`src/rtl/core_pkg.sv`:
```
// Shared types and constants for the execution control slice.
package core_pkg;

  localparam int unsigned XLEN   = 32;
  localparam int unsigned REG_AW = 5;
  localparam int unsigned OPC_W  = 7;

  localparam logic [OPC_W-1:0] OPC_OP_IMM = 7'b0010011;
  localparam logic [OPC_W-1:0] OPC_OP     = 7'b0110011;
  localparam logic [XLEN-1:0]  INS_NOP    = 32'h0000_0013;

  typedef enum logic [2:0] {
    ST_IDLE,
    ST_FETCH,
    ST_DECODE,
    ST_EXEC,
    ST_WB,
    ST_TRAP
  } state_t;

  function automatic logic opc_legal(input logic [OPC_W-1:0] opc);
    return (opc == OPC_OP_IMM) || (opc == OPC_OP);
  endfunction

endpackage

```
`src/rtl/pc_reg.sv`:
```
// Program counter: loads the reset vector, advances by one word on inc.
module pc_reg
  import core_pkg::*;
#(
  parameter logic [XLEN-1:0] RESET_PC = 32'h0000_0000
) (
  input  logic            clk,
  input  logic            rst,
  input  logic            inc,
  output logic [XLEN-1:0] pc
);

  // Natural 32-bit wrap takes 32'hFFFF_FFFC back to zero.
  always_ff @(posedge clk) begin
    if (rst) begin
      pc <= RESET_PC;
    end else if (inc) begin
      pc <= pc + XLEN'(4);
    end
  end

endmodule

```
`src/rtl/exec_ctrl.sv`:
```
// Multi-cycle fetch/decode/execute/writeback sequencer with a sticky trap state.
module exec_ctrl
  import core_pkg::*;
#(
  parameter logic [XLEN-1:0] RESET_PC = 32'h0000_0000
) (
  input  logic              clk,
  input  logic              rst,
  input  logic              halt,
  output logic              imem_req,
  output logic [XLEN-1:0]   imem_addr,
  input  logic              imem_ack,
  input  logic [XLEN-1:0]   imem_rdata,
  output logic [XLEN-1:0]   ins,
  output logic              rf_rd_en,
  output logic              alu_en,
  output logic              rf_wr_en,
  output logic [REG_AW-1:0] rf_waddr,
  output logic              retire,
  output logic              illegal
);

  state_t state;
  logic   pc_inc;

  assign pc_inc   = (state == ST_WB);
  assign rf_waddr = ins[11:7];

  pc_reg #(.RESET_PC(RESET_PC)) u_pc_reg (
    .clk (clk),
    .rst (rst),
    .inc (pc_inc),
    .pc  (imem_addr)
  );

  // Strobes are set on entry to their state so they mirror the state register.
  always_ff @(posedge clk) begin
    if (rst) begin
      state    <= ST_IDLE;
      ins      <= INS_NOP;
      illegal  <= 1'b0;
      imem_req <= 1'b0;
      rf_rd_en <= 1'b0;
      alu_en   <= 1'b0;
      rf_wr_en <= 1'b0;
      retire   <= 1'b0;
    end else begin
      imem_req <= 1'b0;
      rf_rd_en <= 1'b0;
      alu_en   <= 1'b0;
      rf_wr_en <= 1'b0;
      retire   <= 1'b0;
      case (state)
        ST_IDLE: begin
          if (!halt) begin
            state    <= ST_FETCH;
            imem_req <= 1'b1;
          end
        end
        ST_FETCH: begin
          if (imem_ack) begin
            ins      <= imem_rdata;
            state    <= ST_DECODE;
            rf_rd_en <= 1'b1;
          end else begin
            imem_req <= 1'b1;
          end
        end
        ST_DECODE: begin
          if (opc_legal(ins[OPC_W-1:0])) begin
            state  <= ST_EXEC;
            alu_en <= 1'b1;
          end else begin
            state   <= ST_TRAP;
            illegal <= 1'b1;
          end
        end
        ST_EXEC: begin
          state    <= ST_WB;
          rf_wr_en <= (ins[11:7] != REG_AW'(0));
          retire   <= 1'b1;
        end
        ST_WB: begin
          if (halt) begin
            state <= ST_IDLE;
          end else begin
            state    <= ST_FETCH;
            imem_req <= 1'b1;
          end
        end
        ST_TRAP: begin
          state <= ST_TRAP;
        end
        default: begin
          state <= ST_IDLE;
        end
      endcase
    end
  end

endmodule

```
`config.mk`:
```
export PLATFORM = sky130hd
export DESIGN_NAME = exec_ctrl
export DESIGN_NICKNAME = d
export VERILOG_FILES = /design/src/rtl/core_pkg.sv /design/src/rtl/pc_reg.sv /design/src/rtl/exec_ctrl.sv
export SDC_FILE = /design/constraint.sdc
export NUM_CORES = 1
export LEC_CHECK = 0
export ABC_AREA = 0
export CAP_MARGIN = 20
export CELL_PAD_IN_SITES_DETAIL_PLACEMENT = 2
export CELL_PAD_IN_SITES_GLOBAL_PLACEMENT = 2
export CORE_MARGIN = 2
export CORE_UTILIZATION = 27
export DETAILED_ROUTE_END_ITERATION = 16
export PLACE_DENSITY_LB_ADDON = 0.2
export SLEW_MARGIN = 20
export SYNTH_ARGS = -nofsm -noshare
export SYNTH_HDL_FRONTEND = slang
export SYNTH_HIERARCHICAL = 1
export SYNTH_SLANG_ARGS = --single-unit
export TNS_END_PERCENT = 10
```
`constraint.sdc`:
```
create_clock -name clk -period 6.9 [get_ports clk]
set_input_delay 1.035 -clock clk [delete_from_list [all_inputs] [get_ports clk]]
set_output_delay 1.035 -clock clk [all_outputs]
set_load 0.01 [all_outputs]
```
==> out/metrics.csv, run 1 <==
stage,metric,value,unit
status,outcome,"complete, no violations",
cts,clock buffer count from CTS,9,
critical_path,Crit path largest cell delay,0.82,ns
synthesis,Netlist cell types,42,
routing,Vias/cell,4.941,
sta,slew at the pin closest to its max-slew limit,0.8230,ns
synthesis,"Seq/Total Area, Yosys",0.4692,
synthesis,Syn Area/Cell,8.606,µm²
cts,clock slew at reported path FFs,0.08,ns
critical_path,highest-delay cell along the critical path,or4_1,
finish,Final Cell Area,0.004319,mm²
synthesis,share of the synthesized area in the top cell type,0.4692,
finish,Fillers,1207,
global_routing,total track usage,0.1650,
routing,Final ANT Viol Nets,0,
sta,period utilization,0.4009,
cts,H-tree depth,3,
finish,share of cells above drive strength 1,0.05568,
critical_path,Critical Path AT,3.03,ns
finish,final net count,481,
floorplan,DIE WIDTH,109.9,µm
cts,Clock Latency Late Sink,0.34,ns
finish,"commonest non-fill, non-tap cell in the layout",clkdlybuf4s50_1,
min_path,worst min-delay path class,reg2reg,
global_routing,total grt overflow,0,
synthesis,synthesized flop and latch total,71,
synthesis,Area contributors post-synth,"dfxtp_1 47%, nand2_1 8.2%, a21oi_1 7.1%",
cts,CTS tree,yes,
critical_path,Reg2Reg Setup Slack,4.13,ns
synthesis,Yosys Warn Count,6,
power_and_ir_drop,"IR drop worst, VDD",75.78,µV
sta,RSZ-0062 raised after global routing,no,
sta,skew final,0.004722,ns
synthesis,"FFs w/ async S/R, synth",0,
cts,Post-CTS Resized,0,
critical_path,critical-path maximum fanout,28,
run,Max-Cap Viols,0,
global_routing,largest net degree at the start of global routing,76,
floorplan,Rows,38,
finish,Antenna Cells,0,
synthesis,Mapped Cells,352,
power_and_ir_drop,Tot Pwr,894.8,µW
place,Post-Place Worst Slack,4.151,ns
critical_path,worst-path cell chain,nor2_1 > and2_1 > nand4_1 > or4_1 > or4_1 > a21oi_1,
sta,minimum clock period,2.766,ns
synthesis,"EDFF count, synth",0,
routing,DRT Pass-1 Iters,4,
sta,Fin. Hold Viols,0,
routing,post-DR wirelength/cell,16.24,µm
floorplan,die height,109.9,µm
place,placed cells,573,
floorplan,starting density of the core,0.2782,
finish,Finished Layout Cells,589,
power_and_ir_drop,Pleak,1.461,nW
finish,highest-count cells in the layout ignoring fill and taps,"107 x clkdlybuf4s50_1, 71 x dfxtp_1, 66 x nand2_1",
floorplan,Ports,111,
floorplan,core area,0.01089,mm²
critical_path,most used cell along the critical path,or4_1,
floorplan,die area,0.01208,mm²
cts,CTS root buffer,clkbuf_8,
place,gpl congestion,0.7405,
synthesis,most area-hungry cell type in the Yosys netlist,dfxtp_1,
critical_path,CP Class,reg2reg,
synthesis,Main synth FF type,dfxtp_1,
critical_path,"CP delay by family, top",simple AND/OR/NAND/NOR gates,
finish,max reg flops,32,
sta,fmax,361.5,MHz
routing,DRC viols,0,
global_routing,first-pass GRT wire length,15.30,mm
place,DP Area,0.004091,mm²
sta,final hold slack,0.4565,ns
sta,"Slew Viols, Final",0,
power_and_ir_drop,PD cells,207.2,mW/mm²
routing,via count,2910,
sta,Relative slew margins,0.4513,
critical_path,Worst Setup End Kind,flip-flop,
finish,fin util,0.3967,
sta,final setup fails,0,
place,I/O Buffers,108,
cts,clk sinks,71,
routing,final wirelength,9.565,mm
routing,DRT iter0 DRCs,62,
critical_path,WP data required,7.16,ns
global_routing,initial antenna violation count,0,
cts,post-CTS setup buffer count,0,
synthesis,Mapped Area,0.003029,mm²
finish,P&R area growth vs syn,42.59,%
sta,PnR worst setup slack,4.134,ns
place,HPWL Detailed,6.486,mm
cts,cts hold-fix bufs,0,
critical_path,Worst setup SP type,flip-flop,
critical_path,Worst Path Buf+Inv,0,
global_routing,vias in the first global route,3139,
cts,CTS Buffer Depth,2,
sta,setup TNS,0,ns
logic make-up after synthesis:
| family | count (synthesis) | share of synthesized area |
|---|---|---|
| adders and majority gates | 1 | 0.004130 |
| other | 1 | 0.001238 |
| xor gates and xnor gates | 13 | 0.03759 |
| buffers and inverters | 35 | 0.08096 |
| AOI/OAI and AO/OA | 66 | 0.1256 |
| and+or+nand+nor | 162 | 0.2706 |
| muxes | 3 | 0.01074 |
| DFF | 71 | 0.4692 |
worst reg2reg max path, stage by stage, from the launching register on:
cell	delay [ns]
dfxtp_1	0.42
nor2_1	0.16
and2_1	0.37
nand4_1	0.12
or4_1	0.82
or4_1	0.65
a21oi_1	0.16
where the power goes:
group | internal (mW) | switching [mW]
sequential | 0.421 | 0.0101
clock | 0.216 | 0.154
combinational | 0.0498 | 0.0432
total | 0.687 | 0.208
synthesized netlist by cell type (3+ instances only):
cell      count
buf_2         6
nor3_1       11
or4_1         8
nand3_1       8
nand4_1      13
xor2_1        5
buf_6         9
o31ai_1       6
and2_1        4
xnor2_1       8
o21ai_1       5
and4_1        3
o21ai_0       3
or3_1         6
nor2_1       25
nor4_1        7
inv_1         4
nand2_1      66
clkbuf_1      6
a21oi_1      43
buf_4         9
dfxtp_1      71
routing by layer:
metal | vias up | wire length (µm) | GRT usage
li1 | 1400 | - | -
met1 | 1430 | 4006 | 0.1882
met2 | 73 | 4775 | 0.2800
met3 | 7 | 700 | 0.06758
met4 | 0 | 82 | 0.05154
met5 | - | 0 | 0
path summary, 6_finish.rpt:
kind / cells past startpoint / start / endpoint
hold / removal: 2 / illegal$_SDFFE_PP0P_ / illegal$_SDFFE_PP0P_
hold reg to reg: 2 / illegal$_SDFFE_PP0P_ / illegal$_SDFFE_PP0P_
setup reg to reg: 6 / state[0]$_SDFFE_PP0P_ / u_pc_reg/pc[28]$_SDFFE_PP0P_
setup / recovery: 6 / state[0]$_SDFFE_PP0P_ / u_pc_reg/pc[28]$_SDFFE_PP0P_
cell type report:
type	instances	area, µm²	share of cell area
Multi-Input combinational cell	247	1381	0.3198
Inverter	4	15.01	0.003476
Sequential cell	71	1421	0.3291
Tap cell	140	175.2	0.04056
Clock inverter	2	35.03	0.008111
Clock buffer	14	192.7	0.04461
Timing Repair Buffer	111	1099	0.2543
Note: power is estimated with default switching activity, not from simulation.
==> run 2: changes to the inputs <==
--- a/config.mk
+++ b/config.mk
@@ -10,7 +10,7 @@
 export CELL_PAD_IN_SITES_DETAIL_PLACEMENT = 2
 export CELL_PAD_IN_SITES_GLOBAL_PLACEMENT = 2
 export CORE_MARGIN = 2
-export CORE_UTILIZATION = 27
+export CORE_UTILIZATION = 22
 export DETAILED_ROUTE_END_ITERATION = 16
 export PLACE_DENSITY_LB_ADDON = 0.2
 export SLEW_MARGIN = 20
==> constraint.sdc (replaced) <==
create_clock -name clk -period 2.45 [get_ports clk]
set_input_delay 0.3675 -clock clk [delete_from_list [all_inputs] [get_ports clk]]
set_output_delay 0.3675 -clock clk [all_outputs]
set_load 0.01 [all_outputs]
==> out/metrics.csv, run 2 (synthesized netlist as in run 1, its figures left out) <==
stage,metric,value,unit,change
cts,H-tree depth,3,,unchanged
cts,clk sinks,71,,unchanged
floorplan,starting density of the core,0.2269,,was 0.2782
place,DP Area,0.004197,mm²,was 0.004091 mm²
routing,Vias/cell,4.652,,was 4.941
floorplan,die height,121.3,µm,was 109.9 µm
finish,"commonest non-fill, non-tap cell in the layout",clkdlybuf4s50_1,,unchanged
finish,max reg flops,32,,unchanged
finish,share of cells above drive strength 1,0.06783,,was 0.05568
critical_path,worst-path cell chain,nand4_4 > or4_1 > buf_4 > or4_1 > a21oi_1,,was nor2_1 > and2_1 > nand4_1 > or4_1 > or4_1 > a21oi_1
status,outcome,"complete, no violations",,unchanged
sta,"Slew Viols, Final",0,,unchanged
global_routing,total track usage,0.1399,,was 0.1650
routing,DRT Pass-1 Iters,4,,unchanged
sta,slew at the pin closest to its max-slew limit,0.6007,ns,was 0.8230 ns
power_and_ir_drop,PD cells,598.6,mW/mm²,was 207.2 mW/mm²
finish,Fillers,1510,,was 1207
place,HPWL Detailed,6.820,mm,was 6.486 mm
global_routing,largest net degree at the start of global routing,34,,was 76
routing,post-DR wirelength/cell,15.47,µm,was 16.24 µm
finish,final net count,489,,was 481
sta,PnR worst setup slack,0.2768,ns,was 4.134 ns
routing,final wirelength,9.792,mm,was 9.565 mm
sta,setup TNS,0,ns,unchanged
floorplan,DIE WIDTH,121.3,µm,was 109.9 µm
floorplan,Ports,111,,unchanged
floorplan,core area,0.01335,mm²,was 0.01089 mm²
sta,Relative slew margins,0.5995,,was 0.4513
sta,minimum clock period,2.173,ns,was 2.766 ns
cts,clock buffer count from CTS,9,,unchanged
cts,Clock Latency Late Sink,0.34,ns,about the same
power_and_ir_drop,Reg power frac,0.453,,was 0.482
cts,CTS tree,yes,,unchanged
critical_path,Crit path largest cell delay,0.56,ns,was 0.82 ns
place,Post-Place Worst Slack,0.2774,ns,was 4.151 ns
min_path,worst min-delay path class,reg2reg,,unchanged
power_and_ir_drop,Sw Ratio,0.2460,,was 0.2321
place,placed cells,617,,was 573
power_and_ir_drop,"IR drop worst, VDD",322.1,µV,was 75.78 µV
finish,highest-count cells in the layout ignoring fill and taps,"107 x clkdlybuf4s50_1, 71 x dfxtp_1, 66 x nand2_1",,unchanged
critical_path,Worst Setup End Kind,flip-flop,,unchanged
critical_path,highest-delay cell along the critical path,or4_1,,unchanged
global_routing,first-pass GRT wire length,16.17,mm,was 15.30 mm
power_and_ir_drop,sw power,655.8,µW,was 207.7 µW
critical_path,Worst setup SP type,flip-flop,,unchanged
sta,fmax,460.1,MHz,was 361.5 MHz
sta,Fin. Hold Viols,0,,unchanged
sta,skew final,0.007500,ns,was 0.004722 ns
finish,Final Cell Area,0.004454,mm²,was 0.004319 mm²
sta,RSZ-0062 raised after global routing,no,,unchanged
critical_path,"CP delay by family, top",simple AND/OR/NAND/NOR gates,,unchanged
finish,fin util,0.3337,,was 0.3967
place,gpl congestion,0.7062,,was 0.7405
global_routing,vias in the first global route,3214,,was 3139
routing,Final ANT Viol Nets,0,,unchanged
cts,CTS Buffer Depth,2,,unchanged
routing,DRT iter0 DRCs,64,,was 62
critical_path,CP Class,reg2reg,,unchanged
cts,post-CTS setup buffer count,0,,unchanged
critical_path,critical-path maximum fanout,28,,unchanged
finish,FF/Latch Area,0.001421,mm²,unchanged
cts,CTS root buffer,clkbuf_16,,was clkbuf_8
critical_path,most used cell along the critical path,or4_1,,unchanged
floorplan,Rows,42,,was 38
power_and_ir_drop,Tot Pwr,2.666,mW,was 894.8 µW
routing,via count,2945,,was 2910
power_and_ir_drop,Clk network pwr share,0.443,,was 0.414
finish,Finished Layout Cells,633,,was 589
finish,Antenna Cells,0,,unchanged
sta,period utilization,0.8870,,was 0.4009
power_and_ir_drop,Cell Int Power,2.010,mW,was 687.1 µW
cts,Post-CTS Resized,0,,unchanged
place,I/O Buffers,108,,unchanged
critical_path,Worst Path Buf+Inv,1,,was 0
finish,P&R area growth vs syn,47.05,%,was 42.59%
run,Max-Cap Viols,0,,unchanged
finish,multi-input gate area in the final layout,0.001381,mm²,unchanged
routing,DRC viols,0,,unchanged
global_routing,total grt overflow,0,,unchanged
critical_path,Critical Path AT,2.44,ns,was 3.03 ns
sta,final setup fails,0,,unchanged
sta,final hold slack,0.4466,ns,was 0.4565 ns
cts,clock slew at reported path FFs,0.05,ns,was 0.08 ns
floorplan,die area,0.01472,mm²,was 0.01208 mm²
power_and_ir_drop,combinational cell fraction of total power,0.104,,about the same
critical_path,WP data required,2.71,ns,was 7.16 ns
power_and_ir_drop,Pleak,1.516,nW,was 1.461 nW
global_routing,initial antenna violation count,0,,unchanged
cts,cts hold-fix bufs,0,,unchanged
[run 2: layer usage]
layer  routed length [µm]  GRT usage
met5                    0          0
met4                  117    0.04526
met3                  822    0.06532
met2                 4799     0.2409
met1                 4052     0.1517
[run 2: area by class of cell]
| class | instances | area share |
|---|---|---|
| flip-flops and latches | 71 | 0.3191 |
| clock inverters | 5 | 0.005618 |
| repair buffers | 119 | 0.2601 |
| inverters | 4 | 0.003371 |
| well taps | 176 | 0.04944 |
| clock buffers | 11 | 0.05225 |
| multi-input cells | 247 | 0.3101 |
[run 2: power by group through the flow]
stage                     combinational, mW  sequential (mW)  clock [mW]
after global placement                0.278             1.23           0
after CTS                             0.284             1.21        1.24
final                                 0.277             1.21        1.18
after detailed placement              0.282             1.23           0
after floorplan                       0.118             1.25           0
after global routing                  0.306             1.21        1.28
[run 2: final timing paths]
check                                    from                           end  slack (ns)  depth (start not counted)
setup / recovery  u_pc_reg/pc[8]$_SDFFE_PP0P_  u_pc_reg/pc[25]$_SDFFE_PP0P_        0.28                          5
hold / removal           illegal$_SDFFE_PP0P_          illegal$_SDFFE_PP0P_        0.45                          2
setup reg to reg  u_pc_reg/pc[8]$_SDFFE_PP0P_  u_pc_reg/pc[25]$_SDFFE_PP0P_        0.28                          5
hold reg to reg          illegal$_SDFFE_PP0P_          illegal$_SDFFE_PP0P_        0.45                          2
[run 2: tightest hold or removal path, cell delays in order, from the launching register on]
cell	delay, ns
dfxtp_1	0.30
inv_1	0.05
a21oi_1	0.05
==> run 3: changes to the inputs <==
--- a/config.mk
+++ b/config.mk
@@ -5,8 +5,7 @@
 export SDC_FILE = /design/constraint.sdc
 export NUM_CORES = 1
 export LEC_CHECK = 0
-export ABC_AREA = 0
-export CAP_MARGIN = 20
+export CAP_MARGIN = 10
 export CELL_PAD_IN_SITES_DETAIL_PLACEMENT = 2
 export CELL_PAD_IN_SITES_GLOBAL_PLACEMENT = 2
 export CORE_MARGIN = 2
==> results of run 3 <==
The final DEF is identical to that of run 2; final timing and power are the same.
